`config.mk`:
```
export PLATFORM = sky130hd
export DESIGN_NAME = ex_m_elastic_reg_flat
export DESIGN_NICKNAME = d
export VERILOG_FILES = /design/src/rtl/ex_m_elastic_reg_pkg.sv /design/src/rtl/ex_m_elastic_reg_if.sv /design/src/rtl/ex_m_elastic_reg_sat_counter.sv /design/src/rtl/ex_m_elastic_reg.sv /design/src/flat_wrapper.sv
export SDC_FILE = /design/constraint.sdc
export NUM_CORES = 1
export LEC_CHECK = 0
export CAP_MARGIN = 20
export CORE_MARGIN = 1
export CORE_UTILIZATION = 40
export DETAILED_ROUTE_END_ITERATION = 12
export PLACE_DENSITY = 0.63
export SYNTH_ARGS = -nofsm -noshare
export SYNTH_HDL_FRONTEND = slang
export SYNTH_HIERARCHICAL = 1
export SYNTH_SLANG_ARGS = --single-unit
```
`constraint.sdc`:
```
create_clock -name i_clk -period 2.25 [get_ports i_clk]
set_input_delay 0.225 -clock i_clk [delete_from_list [all_inputs] [get_ports i_clk]]
set_output_delay 0.225 -clock i_clk [all_outputs]
set_load 0.02 [all_outputs]
```
`src/rtl/ex_m_elastic_reg_pkg.sv`:
```
// Shared types for the EX/MEM elastic register: occupancy state encoding and
// the default channel layout of the packed data bus.
package ex_m_elastic_reg_pkg;

    // Encoding doubles as the occupancy count driven on o_occupancy.
    typedef enum logic [1:0] {
        EMPTY = 2'd0,
        ONE   = 2'd1,
        TWO   = 2'd2
    } state_t;

    localparam int CH_PC8   = 0;
    localparam int CH_ALU   = 1;
    localparam int CH_WDATA = 2;
    localparam int CH_DADDR = 3;

endpackage

```
`src/rtl/ex_m_elastic_reg_if.sv`:
```
// Valid/ready channel carrying packed data channels plus a control word.
interface ex_m_elastic_reg_if #(
    parameter int NB_REG  = 32,
    parameter int N_CH    = 4,
    parameter int NB_CTRL = 9
);
    logic                     valid;
    logic                     ready;
    logic [N_CH*NB_REG-1:0]   data;
    logic [NB_CTRL-1:0]       ctrl;

    modport master (output valid, output data, output ctrl, input  ready);
    modport slave  (input  valid, input  data, input  ctrl, output ready);
endinterface

```
`src/rtl/ex_m_elastic_reg_sat_counter.sv`:
```
// Saturating up-counter with enable; holds at all-ones until reset.
module sat_counter #(
    parameter int NB_CNT = 16
) (
    input  logic              i_clk,
    input  logic              i_reset,
    input  logic              i_en,
    output logic [NB_CNT-1:0] o_count
);
    logic [NB_CNT-1:0] cnt_q;
    logic [NB_CNT-1:0] cnt_d;

    always_comb begin
        cnt_d = cnt_q;
        if (i_en && (cnt_q != {NB_CNT{1'b1}})) begin
            cnt_d = cnt_q + NB_CNT'(1);
        end
    end

    always_ff @(posedge i_clk or negedge i_reset) begin
        if (!i_reset) begin
            cnt_q <= '0;
        end else begin
            cnt_q <= cnt_d;
        end
    end

    assign o_count = cnt_q;
endmodule

```
`src/rtl/ex_m_elastic_reg.sv`:
```
// EX/MEM pipeline register with a 2-entry skid buffer, flush, debug freeze,
// debug channel readout and a saturating back-pressure counter.
module ex_m_elastic_reg
    import ex_m_elastic_reg_pkg::*;
#(
    parameter int NB_REG  = 32,
    parameter int N_CH    = 4,
    parameter int NB_CTRL = 9,
    parameter int NB_SEL  = 2,
    parameter int NB_CNT  = 16
) (
    input  logic                i_clk,
    input  logic                i_reset,
    input  logic                i_dunit_clk_en,
    input  logic                i_flush,
    ex_m_elastic_reg_if.slave   s_ex,
    ex_m_elastic_reg_if.master  m_mem,
    input  logic [NB_SEL-1:0]   i_dbg_sel,
    output logic [NB_REG-1:0]   o_dbg_data,
    output logic [NB_CNT-1:0]   o_stall_cnt,
    output logic [1:0]          o_occupancy
);
    localparam int NB_DATA = N_CH * NB_REG;
    localparam int N_SLOT  = 1 << NB_SEL;

    state_t               state_q, state_d;
    logic [NB_DATA-1:0]   head_data_q, head_data_d;
    logic [NB_DATA-1:0]   skid_data_q, skid_data_d;
    logic [NB_CTRL-1:0]   head_ctrl_q, head_ctrl_d;
    logic [NB_CTRL-1:0]   skid_ctrl_q, skid_ctrl_d;

    logic head_valid;
    logic skid_valid;
    logic in_fire;
    logic out_fire;
    logic stall;

    // Handshake outputs come only from registered state, so no combinational
    // path exists from i_ready/i_valid back to o_ready/o_valid.
    assign head_valid  = (state_q != EMPTY);
    assign skid_valid  = (state_q == TWO);
    assign s_ex.ready  = i_dunit_clk_en & ~skid_valid;
    assign m_mem.valid = i_dunit_clk_en & head_valid;
    assign m_mem.data  = head_data_q;
    assign m_mem.ctrl  = m_mem.valid ? head_ctrl_q : '0;
    assign o_occupancy = state_q;

    assign in_fire  = s_ex.valid & s_ex.ready;
    assign out_fire = m_mem.valid & m_mem.ready;

    always_comb begin
        state_d     = state_q;
        head_data_d = head_data_q;
        head_ctrl_d = head_ctrl_q;
        skid_data_d = skid_data_q;
        skid_ctrl_d = skid_ctrl_q;
        if (i_dunit_clk_en) begin
            if (i_flush) begin
                // Bubble: control words zeroed, data left as-is.
                state_d     = EMPTY;
                head_ctrl_d = '0;
                skid_ctrl_d = '0;
            end else begin
                case (state_q)
                    EMPTY: begin
                        if (in_fire) begin
                            state_d     = ONE;
                            head_data_d = s_ex.data;
                            head_ctrl_d = s_ex.ctrl;
                        end
                    end
                    ONE: begin
                        if (in_fire && out_fire) begin
                            head_data_d = s_ex.data;
                            head_ctrl_d = s_ex.ctrl;
                        end else if (in_fire) begin
                            state_d     = TWO;
                            skid_data_d = s_ex.data;
                            skid_ctrl_d = s_ex.ctrl;
                        end else if (out_fire) begin
                            state_d = EMPTY;
                        end
                    end
                    TWO: begin
                        if (out_fire) begin
                            state_d     = ONE;
                            head_data_d = skid_data_q;
                            head_ctrl_d = skid_ctrl_q;
                        end
                    end
                    default: state_d = EMPTY;
                endcase
            end
        end
    end

    always_ff @(posedge i_clk or negedge i_reset) begin
        if (!i_reset) begin
            state_q     <= EMPTY;
            head_data_q <= '0;
            head_ctrl_q <= '0;
            skid_data_q <= '0;
            skid_ctrl_q <= '0;
        end else begin
            state_q     <= state_d;
            head_data_q <= head_data_d;
            head_ctrl_q <= head_ctrl_d;
            skid_data_q <= skid_data_d;
            skid_ctrl_q <= skid_ctrl_d;
        end
    end

    // m_mem.valid already drops during freeze, so the count holds too.
    assign stall = m_mem.valid & ~m_mem.ready;

    sat_counter #(
        .NB_CNT (NB_CNT)
    ) u_stall_cnt (
        .i_clk   (i_clk),
        .i_reset (i_reset),
        .i_en    (stall),
        .o_count (o_stall_cnt)
    );

    // Select slots beyond N_CH read as zero.
    logic [NB_REG-1:0] dbg_slot [N_SLOT];

    generate
        for (genvar gi = 0; gi < N_SLOT; gi++) begin : g_dbg
            if (gi < N_CH) begin : g_ch
                assign dbg_slot[gi] = head_data_q[gi*NB_REG +: NB_REG];
            end else begin : g_pad
                assign dbg_slot[gi] = '0;
            end
        end
    endgenerate

    assign o_dbg_data = dbg_slot[i_dbg_sel];
endmodule

```
`src/flat_wrapper.sv`:
```
// flat-port wrapper written by rule: the top's interface ports become plain ports
module ex_m_elastic_reg_flat import ex_m_elastic_reg_pkg::*;
#(
    parameter int NB_REG  = 32,
    parameter int N_CH    = 4,
    parameter int NB_CTRL = 9,
    parameter int NB_SEL  = 2,
    parameter int NB_CNT  = 16
)
  (i_clk, i_reset, i_dunit_clk_en, i_flush, i_dbg_sel, o_dbg_data, o_stall_cnt, o_occupancy, s_ex_valid, s_ex_data, s_ex_ctrl, s_ex_ready, m_mem_valid, m_mem_data, m_mem_ctrl, m_mem_ready);
  ex_m_elastic_reg_if #(.NB_REG(NB_REG), .N_CH(N_CH), .NB_CTRL(NB_CTRL)) s_ex_i ();
  ex_m_elastic_reg_if #(.NB_REG(NB_REG), .N_CH(N_CH), .NB_CTRL(NB_CTRL)) m_mem_i ();
  input  logic i_clk;
  input  logic i_reset;
  input  logic i_dunit_clk_en;
  input  logic i_flush;
  input  logic [NB_SEL-1:0] i_dbg_sel;
  output logic [NB_REG-1:0] o_dbg_data;
  output logic [NB_CNT-1:0] o_stall_cnt;
  output logic [1:0] o_occupancy;
  input wire logic [$bits(s_ex_i.valid)-1:0] s_ex_valid;
  input wire logic [$bits(s_ex_i.data)-1:0] s_ex_data;
  input wire logic [$bits(s_ex_i.ctrl)-1:0] s_ex_ctrl;
  output wire logic [$bits(s_ex_i.ready)-1:0] s_ex_ready;
  output wire logic [$bits(m_mem_i.valid)-1:0] m_mem_valid;
  output wire logic [$bits(m_mem_i.data)-1:0] m_mem_data;
  output wire logic [$bits(m_mem_i.ctrl)-1:0] m_mem_ctrl;
  input wire logic [$bits(m_mem_i.ready)-1:0] m_mem_ready;
  assign s_ex_i.valid = s_ex_valid;
  assign s_ex_i.data = s_ex_data;
  assign s_ex_i.ctrl = s_ex_ctrl;
  assign s_ex_ready = s_ex_i.ready;
  assign m_mem_valid = m_mem_i.valid;
  assign m_mem_data = m_mem_i.data;
  assign m_mem_ctrl = m_mem_i.ctrl;
  assign m_mem_i.ready = m_mem_ready;
  ex_m_elastic_reg #(.NB_REG(NB_REG), .N_CH(N_CH), .NB_CTRL(NB_CTRL), .NB_SEL(NB_SEL), .NB_CNT(NB_CNT)) u_core (.i_clk(i_clk), .i_reset(i_reset), .i_dunit_clk_en(i_dunit_clk_en), .i_flush(i_flush), .s_ex(s_ex_i), .m_mem(m_mem_i), .i_dbg_sel(i_dbg_sel), .o_dbg_data(o_dbg_data), .o_stall_cnt(o_stall_cnt), .o_occupancy(o_occupancy));
endmodule
```
-- After elaboration in Yosys (flattened, before gate mapping)
Index checks and enable logic that the tools add are counted.
W data, S select, Z words.
- bitwise operators: 10
- order comparisons: 1
- add/subtract/negate cells: 1
- mux-type cells: 23
- reduce and logical (&&, ||, !) cells: 13
- eq/ne operators: 12
- operator list (cell ; count):
    $mux W128 ; 3
    $pmux W128 S3 ; 1
    $mux W9 ; 8
    $bmux W32 S2 ; 1
    $mux W32 ; 2
    $pmux W9 S3 ; 1
    $add A16 B1 Y16 const B ; 1
    $ne A16 B16 Y1 const B ; 1
    $reduce_and A5 Y1 ; 3
    $mux W2 ; 6
    $ne A3 B2 Y1 const B ; 2
    $ne A3 B3 Y1 const B ; 2
    $pmux W2 S3 ; 1
    $reduce_and A6 Y1 ; 1
    $reduce_bool A2 Y1 ; 3
    $and A1 B1 Y1 ; 5
    $ne A2 B1 Y1 const B ; 2
    $ne A2 B2 Y1 const B ; 2
    $ne A4 B2 Y1 const B ; 1
    $not A1 Y1 ; 4
    $reduce_and A4 Y1 ; 1
    $reduce_bool A4 Y1 ; 1
    $ge A3 B3 Y1 const B ; 1
    $not A2 Y3 ; 1
    other kinds (5) ; 6
- bits of input ports: 145
- register bits after elaboration: 292

-- Logic depth before layout (Yosys ltp)
- depth in word-level cells: 8
- depth in mapped cells: 8
- gate-level depth less buffers: 6

-- Cells and area by module
The synthesis kept the hierarchy.
- modules (own cells, without submodules) (module ; instances ; area an instance (um^2) ; cells each):
    ex_m_elastic_reg ; 1 ; 12620.9 ; 965
    sat_counter ; 1 ; 884.6 ; 77

-- Worst setup path after synthesis
OpenSTA, ideal clock, no wires.
- path kind: register to register
- start point: register u_core.state_q[1] (netlist: u_core/o_occupancy[1])
- end point: register u_core.u_stall_cnt.cnt_q[15] (netlist: u_core/u_stall_cnt/o_count[15])
- stages on the path, launching flop included: 7
- data required time: 2125 ps
- arrival: 1805 ps
- path buffers: 0
- period minus slack after synthesis: 1930 ps
- library setup time: 125 ps
- setup slack: 320 ps
- cells stage by stage: dfrtp_1 -> o21a_1 -> nor2b_1 -> nand4_1 -> nor4_4 -> nand3_2 -> mux2_4
- cells in the longest elaborated chain, start to end: 4
- RTL lines (what ; RTL line ; RTL):
    start: declaration ; ex_m_elastic_reg.sv:26 ; state_t state_q, state_d;
    start signal: assignment ; ex_m_elastic_reg.sv:105 ; state_q <= state_d;
    $reduce_bool A2 Y1 ; ex_m_elastic_reg.sv:40 ; assign head_valid = (state_q != EMPTY);
    $and A1 B1 Y1 ; ex_m_elastic_reg.sv:43 ; assign m_mem.valid = i_dunit_clk_en & head_valid;
    $and A1 B1 Y1 ; ex_m_elastic_reg.sv:114 ; assign stall = m_mem.valid & ~m_mem.ready;
    net u_core.stall ; ex_m_elastic_reg.sv:36 ; logic stall;
    $logic_and A1 B1 Y1 ; ex_m_elastic_reg_sat_counter.sv:15 ; if (i_en && (cnt_q != {NB_CNT{1'b1}})) begin
    end signal: assignment ; ex_m_elastic_reg_sat_counter.sv:24 ; cnt_q <= cnt_d;
    end: declaration ; ex_m_elastic_reg_sat_counter.sv:10 ; logic [NB_CNT-1:0] cnt_q;
The timed path passes the listed nets, and every way through them passes these cells.
A chain may end at the register's enable or synchronous reset.

-- Worst setup path after layout
- start point: register u_core.head_data_q[74] (netlist: u_core/m_mem.data[74])
- end point: output port o_dbg_data[10]
- cells in the longest elaborated chain, start to end: 3
- RTL lines (what ; RTL line ; RTL):
    start: declaration ; ex_m_elastic_reg.sv:27 ; logic [NB_DATA-1:0] head_data_q, head_data_d;
    start signal: assignment ; ex_m_elastic_reg.sv:106 ; head_data_q <= head_data_d;
    $bmux W32 S2 ; ex_m_elastic_reg.sv:138 ; assign o_dbg_data = dbg_slot[i_dbg_sel];
    $mux W32 (implied by the code) (2 in a row) ; ex_m_elastic_reg.sv:138 ;
    end: declaration ; flat_wrapper.sv:18 ; output logic [NB_REG-1:0] o_dbg_data;
No other way between the ends. The select of a mux whose other input is x is not followed.

==> out/summary.md <==
## Die
• **vertical extent of the die** 186 um
• **boundary pin count** 334
• **DIE WIDTH** 186 um
• **Initial Util** 41.1%
• **number of placement rows** 66
• **Die Outline Area** 34500 sq um
• **area of the core region** 32900 sq um

## Global routing
• **initial antenna violation count** 3
• **GRT Overall Usage** 22.3%
• **vias in the first global route** 10033
• **total grt overflow** 0
• **wire length of the first global-routing pass** 59300 um
• **largest net degree at the start of global routing** 129

## Power and ir drop
• **post-route total power** 0.0193 W
• **proportion of power drawn by combinational gates** 29.9%
• **cell area power density** 1030 nW/um^2
• **internal portion of total power** 0.0135 W
• **switching power as a share of total power** 30.3%
• **net switching power** 0.00587 W
• **Clk pwr share** 29.6%
• **leakage power figure** 7.82 nW
• **sequential power share** 40.5%
• **Peak supply drop** 0.628 mV

## Clock network
• **CTS Sinks** 292
• **clock root buffer master** clkbuf_16
• **source-to-sink clock delay at the later pin of the worst-skew pair** 0.50 ns
• **clock transition at the registers of the reported paths** 0.06 ns
• **clock buffers created by TritonCTS** 34
• **TritonCTS clock tree** built
• **maximum level of the CTS H-tree** 2
• **number of setup buffers added after CTS** 0
• **largest buffer count on any clock path** 3

## Timing
• **time the worst path needs with I/O delays and setup** 2.20 ns
• **Final Cycle Share** 97.6%
• **# setup viols final** 0
• **clock tree skew after final layout** 0.00694 ns
• **normalized max-slew margin** 53.6%
• **transition time of the tightest slew-check pin** 0.691 ns
• **total count of max-transition violations in the final report** 0
• **Fin. Hold Viols** 0
• **f_max** 455 MHz
• **setup repair after global routing missed its margin** false
• **setup total negative slack** 0 ns

## Route
• **total wire length after detailed routing** 38400 um
• **number of design rule violations left after detail routing** 0
• **detailed-route vias per instance** 5.35
• **DR vias** 9852
• **highest layer used for signal routing** met5
• **Antenna Nets Post-Route** 0
• **count of TritonRoute iterations in the first routing pass** 5
• **per-cell routed wire length** 20.9 um
• **total length of routed met3 wires** 2930 um
• **routed wl met2** 18200 um
• **WL met1** 16600 um
• **DRC violation total after the first TritonRoute iteration** 513

## Setup path
• **Cell Chain, Critical Path** mux4_2 -> clkdlybuf4s50_1
• **slowest cell on the critical path** clkdlybuf4s50_1
• **start point of the critical path** u_core/m_mem.data[74]$_DFFE_PN0P_
• **source of the worst register-to-register timing path** u_core/o_occupancy[1]$_DFFE_PN0P_
• **Data required, critical path** 2.03 ns
• **family of cells with the greatest summed delay on the critical path** buffers and inverters
• **startpoint type of the worst setup path** flip-flop
• **crit-path max FO** 3
• **Setup crit end kind** primary output
• **largest stage delay on the critical path** 0.56 ns
• **data arrival time of the critical path** 1.97 ns
• **count of buffer and inverter cells on the critical path** 1
• **WS Path Type** reg -> out

## Run
• **reported max-cap violation count** 0

## Yosys
• **count of state elements after synthesis** 292
• **Synth area leaders** dfrtp_1 54%, mux2i_1 10%, o21ai_0 8.6%
• **sequential area share after synthesis** 54.1%
• **EDFF count, synth** 0
• **area fraction of the dominant cell type after synthesis** 54.1%
• **average instance area after synthesis** 13.0 sq um
• **cell area after synthesis** 13500 sq um
• **most frequently used cell type in the post-synthesis netlist** dfrtp_1
• **post-synth top area cell** dfrtp_1
• **Synth Warn #** 6
• **Post-Syn Instances** 1042
• **share of synthesized registers carrying an async set or reset** 100%
• **primary flip-flop cell chosen by synthesis mapping** dfrtp_1
• **Netlist cell types** 47
• **Syn Nets** 1188
• **most instantiated cells after synthesis** 292 x dfrtp_1, 231 x o21ai_0, 137 x mux2i_1, 98 x mux2_2, 45 x buf_2

## Layout
• **post-route core utilization** 57.1%
• **layout cell share with drive strength beyond 1** 20.2%
• **nets** 1517
• **P&R area growth vs syn** 38.9%
• **number of standard cells in the final layout excluding fillers** 1841

## Placed design
• **routability congestion estimate** 0.879
• **cell count after placement** 1776
• **half-perimeter wire length of the detailed placement result** 25700 um
• **buffers added on ports** 333

## Outcome
• **outcome** completed

## Worst hold path
• **min-delay worst type** in -> async

[timing repair]
item / CTS / global route
endpoints found under the setup margin: 12 / 4
resized for setup: 12 / 4
hold buffers: 1 / 0
hold endpoints to repair: 59 / 0
[sequential cells by signal, indices dropped and copies added, names as in the netlist]
signal / flops
u_core/skid_data_q: 128
u_core/o_occupancy: 2
u_core/head_ctrl_q: 9
u_core/m_mem.data: 128
u_core/u_stall_cnt/o_count: 16
u_core/skid_ctrl_q: 9
[layout by cell type, fill, tap and decap left out, types with 3 or more instances in the layout]
cell,synthesis,layout
o2bb2ai_1,9,9
clkbuf_8,0,8
dfrtp_1,292,290
clkbuf_16,0,37
a31oi_1,3,3
mux2_4,32,32
dlygate4sd2_1,0,10
o21ai_0,231,231
nor2b_1,4,3
mux2i_1,137,137
dlymetal6s2s_1,0,4
mux4_2,32,32
clkbuf_1,35,10
a22o_1,9,9
bufinv_16,0,3
nor2_1,6,6
clkdlybuf4s50_1,0,316
xnor2_1,6,6
nand3_4,2,3
a21oi_1,3,3
nand4_1,9,9
diode_2,0,3
and2_1,9,9
o21a_1,4,4
nand2_1,4,3
nand3_1,9,8
o21ai_1,28,28
mux2_2,98,98
buf_12,0,17
buf_4,0,27
[path summary, 6_finish.rpt]
check	endpoint	slack [ns]	cells past startpoint
worst max register to register	u_core/skid_data_q[39]$_DFFE_PN0P_	0.32	6
worst min-delay path	u_core/m_mem.data[31]$_DFFE_PN0P_	0.30	2
min in group i_clk	u_core/skid_ctrl_q[5]$_DFFE_PN0P_	0.36	2
worst max-delay path	o_dbg_data[10]	0.05	2
worst min register to register	u_core/head_ctrl_q[7]$_DFFE_PN0P_	0.49	1
max in group asynchronous	u_core/skid_data_q[51]$_DFFE_PN0P_	1.22	3
[worst reg2reg max path: stages, from the launching register on]
cell     delay [ns]
dfrtp_2        0.45
nor2b_4        0.12
nor3b_2        0.30
nand3_4        0.20
buf_12         0.24
buf_4          0.24
mux2_2         0.28
[power by group through the flow]
stage          logic (W)  clock network [W]  registers, W
2_1_floorplan    0.00236                  0       0.00836
3_3_place_gp     0.00572                  0       0.00786
3_5_place_dp     0.00583                  0       0.00790
4_1_cts          0.00584            0.00586       0.00782
5_1_grt          0.00621            0.00608       0.00801
6_report         0.00579            0.00572       0.00783
[metrics by stage]
step | instance area (sq um) | hold slack (ns) | setup slack, ns
after detailed placement | 17600 | 0.236 | 0.00452
final | 18800 | 0.298 | 0.0540
after global routing | 18800 | 0.345 | 0.00689
after global placement | 17600 | 0.238 | 0.0329
after CTS | 18700 | 0.316 | 0.000588
after floorplan | 13500 | -0.0706 | 0.320
[per-layer routing]
metal,GRT usage (%),up-vias
met1,30.1,4958
met4,5.67,2
met2,35.8,325
met5,0,-
li1,-,4525
met3,5.73,42
[logic make-up (layout without fill, tap and decap cells)]
family          after synthesis  in the layout  share of synthesized area, %
compound gates              295            295                          11.9
xor+xnor                      8              8                         0.519
fa+ha+maj                     1              1                        0.0926
buf+inv                      88            442                          3.09
flops                       292            292                          54.1
mux                         299            299                          27.2
other cells                   0              3                             0
simple gates                 59             59                          3.09
[area by class of cell]
cell class	count	area, sq um
clock buffer	55	1070
tap	442	553
multi-input combinational	662	5810
antenna	3	7.51
fill	2767	14100
sequential	292	7310
timing repair buffer	378	3880
inverter	3	11.3
clock inverter	6	108
Note: power is estimated with default switching activity, not from simulation.
